===== src/rtl/uart_pkg.sv =====
// -----------------------------------------------------------------------------
// uart_pkg
// Definitions shared by the UART transmitter and receiver:
//   - uart_state_e : frame state encoding used by both FSMs
//                    (idle, start bit, data bits, stop bit)
//   - uart_cycle() : clocks per baud period, CLK_FRE (MHz) / BAUD_RATE
//   - UART_DATA_BITS / UART_CYCLE_W : frame and counter widths
// -----------------------------------------------------------------------------
package uart_pkg;

    // Both directions walk the same four phases of an 8N1 frame.
    typedef enum logic [1:0] {
        S_IDLE     = 2'd0,
        S_START    = 2'd1,
        S_REC_BYTE = 2'd2,
        S_STOP     = 2'd3
    } uart_state_e;

    localparam int UART_DATA_BITS = 8;
    localparam int UART_CYCLE_W   = 16;

    // Integer clocks per bit. The divide truncates, so the real baud is
    // slightly fast; the mid-bit sampling margin absorbs this.
    function automatic int uart_cycle(input int clk_fre, input int baud);
        return (clk_fre * 1000000) / baud;
    endfunction

endpackage


===== src/rtl/uart_rx_sync.sv =====
// -----------------------------------------------------------------------------
// uart_rx_sync
// Two-flop synchroniser for an asynchronous, idle-high input, followed by a
// third flop used for falling-edge detection. All flops reset to 1 so that a
// line that is idle across reset release never looks like an edge.
//
// Ports:
//   clk     in   system clock
//   rst_n   in   asynchronous reset, active low
//   rx_pin  in   asynchronous input (idle high)
//   rx_sync out  synchronised level of rx_pin
//   rx_fall out  one-cycle pulse on a synchronised 1 -> 0 transition
// -----------------------------------------------------------------------------
module uart_rx_sync (
    input  logic clk,
    input  logic rst_n,
    input  logic rx_pin,
    output logic rx_sync,
    output logic rx_fall
);

    logic sync1_q;
    logic sync2_q;
    logic prev_q;

    always_ff @(posedge clk or negedge rst_n) begin
        if (!rst_n) begin
            sync1_q <= 1'b1;
            sync2_q <= 1'b1;
            prev_q  <= 1'b1;
        end else begin
            sync1_q <= rx_pin;
            sync2_q <= sync1_q;
            prev_q  <= sync2_q;
        end
    end

    assign rx_sync = sync2_q;
    // Only a true high-to-low step fires; a line parked low stays quiet.
    assign rx_fall = prev_q & ~sync2_q;

endmodule


===== src/rtl/uart_rx.sv =====
// -----------------------------------------------------------------------------
// uart_rx
// 8N1 serial receiver, LSB first. Each frame is qualified by a mid-start-bit
// check, data and stop bits are sampled at mid-bit, and the byte is handed to
// a one-deep valid/ready output register. A low stop bit raises a one-cycle
// framing-error pulse; a byte arriving while the register is still full (and
// not being accepted that cycle) is dropped with a one-cycle overrun pulse.
//
// Parameters:
//   CLK_FRE    clock frequency in MHz
//   BAUD_RATE  serial baud rate; CLK_FRE*1e6/BAUD_RATE must be 4..65535
//
// Ports:
//   clk            in   system clock
//   rst_n          in   asynchronous reset, active low
//   rx_pin         in   asynchronous serial input, idle high
//   rx_data        out  received byte, valid while rx_data_valid = 1
//   rx_data_valid  out  byte available, held until accepted
//   rx_data_ready  in   consumer accepts on rx_data_valid && rx_data_ready
//   rx_frame_err   out  one-cycle pulse: stop bit sampled low
//   rx_overrun     out  one-cycle pulse: new byte dropped, register full
// -----------------------------------------------------------------------------
module uart_rx
    import uart_pkg::*;
#(
    parameter int CLK_FRE   = 50,
    parameter int BAUD_RATE = 115200
) (
    input  logic       clk,
    input  logic       rst_n,
    input  logic       rx_pin,
    output logic [7:0] rx_data,
    output logic       rx_data_valid,
    input  logic       rx_data_ready,
    output logic       rx_frame_err,
    output logic       rx_overrun
);

    localparam int                      CYCLE     = uart_cycle(CLK_FRE, BAUD_RATE);
    localparam logic [UART_CYCLE_W-1:0] BIT_LAST  = UART_CYCLE_W'(CYCLE - 1);
    localparam logic [UART_CYCLE_W-1:0] HALF_LAST = UART_CYCLE_W'(CYCLE / 2 - 1);

    // ------------------------------------------------------------------
    // Input synchroniser and edge detect
    // ------------------------------------------------------------------
    logic rx_sync;
    logic rx_fall;

    uart_rx_sync u_sync (
        .clk     (clk),
        .rst_n   (rst_n),
        .rx_pin  (rx_pin),
        .rx_sync (rx_sync),
        .rx_fall (rx_fall)
    );

    // ------------------------------------------------------------------
    // State
    // ------------------------------------------------------------------
    uart_state_e             state_q,     state_d;
    logic [UART_CYCLE_W-1:0] cycle_cnt_q, cycle_cnt_d;
    logic [2:0]              bit_cnt_q,   bit_cnt_d;
    logic [7:0]              shift_q,     shift_d;
    logic [7:0]              data_q,      data_d;
    logic                    valid_q,     valid_d;
    logic                    frame_err_q, frame_err_d;
    logic                    overrun_q,   overrun_d;

    logic accept;
    logic deliver;

    assign accept = valid_q && rx_data_ready;

    always_ff @(posedge clk or negedge rst_n) begin
        if (!rst_n) begin
            state_q     <= S_IDLE;
            cycle_cnt_q <= '0;
            bit_cnt_q   <= '0;
            shift_q     <= '0;
            data_q      <= '0;
            valid_q     <= 1'b0;
            frame_err_q <= 1'b0;
            overrun_q   <= 1'b0;
        end else begin
            state_q     <= state_d;
            cycle_cnt_q <= cycle_cnt_d;
            bit_cnt_q   <= bit_cnt_d;
            shift_q     <= shift_d;
            data_q      <= data_d;
            valid_q     <= valid_d;
            frame_err_q <= frame_err_d;
            overrun_q   <= overrun_d;
        end
    end

    // ------------------------------------------------------------------
    // Frame FSM: counters and shift register
    // ------------------------------------------------------------------
    always_comb begin
        state_d     = state_q;
        cycle_cnt_d = cycle_cnt_q + 16'd1;
        bit_cnt_d   = bit_cnt_q;
        shift_d     = shift_q;
        frame_err_d = 1'b0;
        deliver     = 1'b0;

        case (state_q)
            S_IDLE: begin
                cycle_cnt_d = '0;
                bit_cnt_d   = '0;
                if (rx_fall) begin
                    state_d = S_START;
                end
            end

            S_START: begin
                // Half a bit in: a line already back high was a glitch.
                if (cycle_cnt_q == HALF_LAST) begin
                    cycle_cnt_d = '0;
                    state_d     = rx_sync ? S_IDLE : S_REC_BYTE;
                end
            end

            S_REC_BYTE: begin
                if (cycle_cnt_q == BIT_LAST) begin
                    cycle_cnt_d        = '0;
                    shift_d[bit_cnt_q] = rx_sync;
                    bit_cnt_d          = bit_cnt_q + 3'd1;
                    if (bit_cnt_q == 3'd7) begin
                        state_d = S_STOP;
                    end
                end
            end

            S_STOP: begin
                // Leaving here at mid-stop-bit leaves half a bit of margin
                // to catch the next start edge.
                if (cycle_cnt_q == BIT_LAST) begin
                    cycle_cnt_d = '0;
                    state_d     = S_IDLE;
                    if (rx_sync) begin
                        deliver = 1'b1;
                    end else begin
                        frame_err_d = 1'b1;
                    end
                end
            end

            default: begin
                state_d     = S_IDLE;
                cycle_cnt_d = '0;
            end
        endcase
    end

    // ------------------------------------------------------------------
    // One-deep output register
    // ------------------------------------------------------------------
    always_comb begin
        data_d    = data_q;
        valid_d   = valid_q;
        overrun_d = 1'b0;

        if (deliver) begin
            // A slot being emptied this cycle can take the new byte directly.
            if (!valid_q || accept) begin
                data_d  = shift_q;
                valid_d = 1'b1;
            end else begin
                overrun_d = 1'b1;
            end
        end else if (accept) begin
            valid_d = 1'b0;
        end
    end

    assign rx_data       = data_q;
    assign rx_data_valid = valid_q;
    assign rx_frame_err  = frame_err_q;
    assign rx_overrun    = overrun_q;

endmodule


===== config.mk =====
export PLATFORM = sky130hd
export DESIGN_NAME = uart_rx
export DESIGN_NICKNAME = d
export VERILOG_FILES = /design/src/rtl/uart_pkg.sv /design/src/rtl/uart_rx_sync.sv /design/src/rtl/uart_rx.sv
export SDC_FILE = /design/constraint.sdc
export NUM_CORES = 1
export LEC_CHECK = 0
export ABC_AREA = 1
export CORE_UTILIZATION = 45
export CTS_CLUSTER_DIAMETER = 30
export DETAILED_ROUTE_END_ITERATION = 10
export PLACE_DENSITY = 0.62
export SYNTH_ARGS = -nofsm -noshare
export SYNTH_HDL_FRONTEND = slang
export SYNTH_HIERARCHICAL = 1
export SYNTH_SLANG_ARGS = --single-unit

===== constraint.sdc =====
create_clock -name clk -period 2.15 [get_ports clk]
set_clock_uncertainty 0.2 [all_clocks]
set_input_delay 0.645 -clock clk [delete_from_list [all_inputs] [get_ports clk]]
set_output_delay 0.645 -clock clk [all_outputs]
set_load 0.01 [all_outputs]

# ---- Yosys cells after proc, flatten, opt, wreduce, memory -nomap -nowiden
# Index checks and enable logic that the tools add are counted.
dict set report op_classes {
  magnitude_cmp 2
  reduce_logical 13
  muxes 26
  n_eq_ne 12
  n_bitwise 2
  n_addsub 2
}
# cell n
set op_table {}
lappend op_table {{$pmux W16 S3} 1}
lappend op_table {{$mux W16} 2}
lappend op_table {{$add A16 B1 Y16 const B} 1}
lappend op_table {{$eq A16 B8 Y1 const B} 1}
lappend op_table {{$eq A16 B9 Y1 const B} 1}
lappend op_table {{$mux W1} 12}
lappend op_table {{$mux W2} 6}
lappend op_table {{$ne A2 B2 Y1 const B} 5}
lappend op_table {{$bwmux W8} 1}
lappend op_table {{$pmux W2 S4} 1}
lappend op_table {{$reduce_and A2 Y1} 4}
lappend op_table {{$pmux W3 S2} 1}
lappend op_table {{$reduce_and A5 Y1} 1}
lappend op_table {{$eq A2 B2 Y1 const B} 2}
lappend op_table {{$lt A3 B4 Y1 const B} 1}
lappend op_table {{$reduce_bool A2 Y1} 2}
lappend op_table {{$add A3 B1 Y3 const B} 1}
lappend op_table {{$demux W1 S3} 1}
lappend op_table {{$eq A3 B3 Y1 const B} 1}
lappend op_table {{$ge A3 B1 Y1 const B} 1}
lappend op_table {{$mux W3} 1}
lappend op_table {{$eq A2 B1 Y1 const B} 1}
lappend op_table {{$logic_and A1 B1 Y1} 2}
lappend op_table {{$logic_not A2 Y1} 1}
lappend op_table {{6 further kinds} 6}
dict set report totals {
  output_inout_bits 11
  ff_bits 43
  word_cells 68
  input_bits 4
}

# ---- Logic depth before layout (Yosys ltp)
dict set report depth {
  depth_word 5
  mapped_depth 11
  depth_no_buf 11
}

# ---- By module
# Netlist, hierarchy kept.
# module n_inst cells_each seq_area_each_um2 area_each_um2
set modules_own_cells {}
lappend modules_own_cells {uart_rx 1 251 1001.0 2042.0}
lappend modules_own_cells {uart_rx_sync 1 5 78.8 88.8}

# ---- Worst setup path after synthesis
# OpenSTA, ideal clock, no wires.
dict set report synth_path {
  path_type {register -> register}
  startpoint {reg cycle_cnt_q[1]}
  endpoint {reg data_q[0] (netlist: rx_data[0])}
  slack_ns 0.466
  setup_time_ns 0.117
  path_stages_with_launch 10
  synth_period_minus_slack_ns 1.684
  t_required_ns 1.833
  t_arrival_ns 1.367
  n_path_buf 0
  path_cell_list {dfrtp_1 -> inv_1 -> ha_1 -> nand2_1 -> nor3_2 -> nand2_2 -> nor3_4 -> nand2_4 -> nand2_1 -> nand2_1}
}
dict set report synth_between {
  elab_chain_len 4
}
# item line_no
set synth_rtl {}
lappend synth_rtl {{from (decl)} uart_rx.sv:61} ;# logic [UART_CYCLE_W-1:0] cycle_cnt_q, cycle_cnt_d;
lappend synth_rtl {{from (signal assigned)} uart_rx.sv:86} ;# cycle_cnt_q <= cycle_cnt_d;
lappend synth_rtl {{$eq A16 B9 Y1} uart_rx.sv:138} ;# if (cycle_cnt_q == BIT_LAST) begin
lappend synth_rtl {{$mux W1} uart_rx.sv:138}
lappend synth_rtl {{$mux W1} uart_rx.sv:107} ;# case (state_q)
lappend synth_rtl {{$reduce_and A2 Y1 (no source line)} n/a}
lappend synth_rtl {{to (signal assigned)} uart_rx.sv:89} ;# data_q <= data_d;
lappend synth_rtl {{to (decl)} uart_rx.sv:64} ;# logic [7:0] data_q, data_d;
# Every way passes these cells.
# A chain may end at the register's enable or synchronous reset.

# ---- Final worst setup path
dict set report layout_path {
  startpoint {reg data_q[4] (netlist: rx_data[4])}
  endpoint {out rx_data[4]}
}
# item line_no
set layout_rtl {}
lappend layout_rtl {{to (decl)} uart_rx.sv:32} ;# output logic [7:0] rx_data,
# No word-level cell between the ends.

==> impl_metrics.toml <==
[clock_tree]
clockBufferDepth = 2
cts_tree = "yes"
htree_levels = 2
post_cts_buffers = 0
cts.sinks = 43
clk-insertion-delay-late_ns = 0.29
clk_pin_slew_ns = 0.08
hold_buffers = 0
cts_resized = 0
clock-root-buffer = "clkbuf_8"
cts_made_buffers = 5

[synthesis]
netlist_instances = 256
ys_ff_latch = 43
ys_top_cells_by_area = "dfrtp_1, nand2_1, nand3_1"
yosysTopAreaCellShare = 0.4698
ys_warn_count = 6
yosys.area.top_type = "dfrtp_1"
synth_nets = 265
ys_types = 26
ys_seq_area_frac = 0.5068
syn_avg_cell_area_sq_um = 8.323
mappedNetlistArea_sq_um = 2131

[critical_path]
cp-end-kind = "output pin"
critPathMaxFanout = 2
crit_slowest_cell = "clkdlybuf4s50_1"
crit_chain = "clkdlybuf4s50_1"
crit_buf_inv = 1
crit_family = "buffers and inverters"
cpPeakStageDelay_ns = 0.54
cp.arrival_ns = 1.19
required_ns = 1.30
crit_type = "reg -> out"
start_kind = "flip-flop"

[outcome]
status = "finished, final reports clean"

[pwr]
power.leakage_nw = 1.184
power_density_nw_per_um2 = 756.9
irDropWorstVdd_v = 0.0007468

[die]
die_x_microns = 70.81
rows = 24
dieArea_sq_um = 5014
ios = 15
core_sq_um = 4444
start_util = 0.4794
die_h_microns = 70.81

[placement]
dp.cells = 324
placed_area_sq_um = 2362
dpl_worst_slack_ns = 0.1403
numPortBuffers = 14
gp_congestion = 0.8801
hpwl_microns = 2863

[cells_and_area]
antenna-diode-count = 0
drive_gt1_frac = 0.1214
post-route-cell-area_sq_um = 2447
stdcell_count = 332
regArea_sq_um = 1080
final_cell_mix = "nand2_1, dfrtp_1, inv_1, nand3_1, nor2_1"
fillers = 428
nets = 288
layout_commonest_cell = "nand2_1"
area_growth_syn_to_layout_pct = 14.86
multi_input_area_sq_um = 933.4

[sta]
hold_viol_final = 0
fin_ws_ns = 0.1130
max_freq_mhz = 490.9
worst_hold_slack_ns = 0.08198
tns_ns = 0
rsz0062_at_grt = "no"
tightest_slew_ns = 0.4218
fin_crit_sh = 0.9474
period_minus_slack_ns = 2.037
drv_slew = 0
setup_viol = 0
relSlewSlack = 0.7179

[detailed_routing]
routedWlPerCell_microns = 11.54
dr.pass1.iters = 6
num_vias = 1636
drtAntennaViolNets = 0
drcViolationCount = 0
drt-vias-per-instance = 4.928
routed_wirelength_microns = 3830
first_iter_violations = 86

[job]
cap_violations = 0

[global_route]
antenna_found_initial = 0
grt_pass1_wl_microns = 6934
grt_pass1_vias = 1552
grt_max_degree = 27
overflow = 0
track_usage = 0.1736

[hold_path]
hp-class = "in -> async"
-- per-layer routing --
| metal | vias up | track usage | part of all wire |
|---|---|---|---|
| met2 | 21 | 0.2724 | 0.44 |
| met1 | 744 | 0.2430 | 0.53 |
| met5 | - | 0 | 0 |
| met4 | 0 | 0.06000 | 0.0094 |
| li1 | 866 | - | - |
| met3 | 5 | 0.03276 | 0.019 |
-- worst register-to-register path, stage by stage, from the launching register on --
cell	delay (ns)
dfrtp_1	0.41
inv_1	0.09
ha_1	0.16
nand2_1	0.07
nor3_2	0.12
nand2_2	0.10
nor3_4	0.35
nand2_4	0.13
nand2_1	0.09
nand2_1	0.04
-- final timing paths --
check	start	to	slack, ns	cells past startpoint
worst min register to register	u_sync/sync1_q	u_sync/rx_sync	0.16	0
max in group asynchronous	rst_n	cycle_cnt_q[14]	1.20	2
min in group clk	u_sync/sync1_q	u_sync/rx_sync	0.16	0
worst max-delay path	rx_data[4]	rx_data[4]	0.11	1
worst min-delay path	rst_n	cycle_cnt_q[9]	0.08	1
worst max register to register	cycle_cnt_q[1]	rx_data[5]	0.29	9
-- cell type report --
class / count / area share
clock inverters: 2 / 0.005112
clock buffers: 6 / 0.02965
flip-flops and latches: 43 / 0.4412
well taps: 52 / 0.02658
inverters: 29 / 0.04652
multi-input cells: 183 / 0.3814
repair buffers: 17 / 0.06953
-- through the flow --
stage,power (mW),utilization
6_report,1.853,0.5507
5_1_grt,1.982,0.5507
4_1_cts,1.880,0.5507
3_5_place_dp,1.375,0.5315
3_3_place_gp,1.370,0.5315
2_1_floorplan,1.234,-
-- synthesized netlist by cell type (all sizes together) --
master   n
dfstp    3
ha       5
nor3b    1
clkbuf   1
nor2    29
nand4    5
inv     28
dfrtp   40
a21oi   14
clkinv   1
xnor2    2
a21boi   1
xor2     5
nand2   75
nor3     9
a31oi    1
o21ai   12
nand3   24
-- sequential cells by signal (all words and copies together), names as in the netlist, named ones only --
signal          count
bit_cnt_q           3
rx_data_valid       1
rx_frame_err        1
u_sync/sync1_q      1
u_sync/rx_sync      1
state_q             1
cycle_cnt_q        16
rx_data             8
rx_overrun          1
u_sync/prev_q       1
shift_q             8
-- power breakdown --
group	switching (mW)	leakage (nW)	internal (mW)
clock	0.272	0.0412	0.227
combinational	0.275	0.560	0.154
sequential	0.0658	0.583	0.859
-- cells by family (layout without fill, tap and decap cells) --
family	count (synthesis)	in the layout	synth area share
fa+ha+maj	5	5	0.02936
simple gates	143	143	0.3124
buf+inv	30	54	0.05520
flops	43	43	0.5068
xor+xnor	7	7	0.02877
compound gates	28	28	0.06753
No activity file was read; power rests on OpenSTA's default activity.
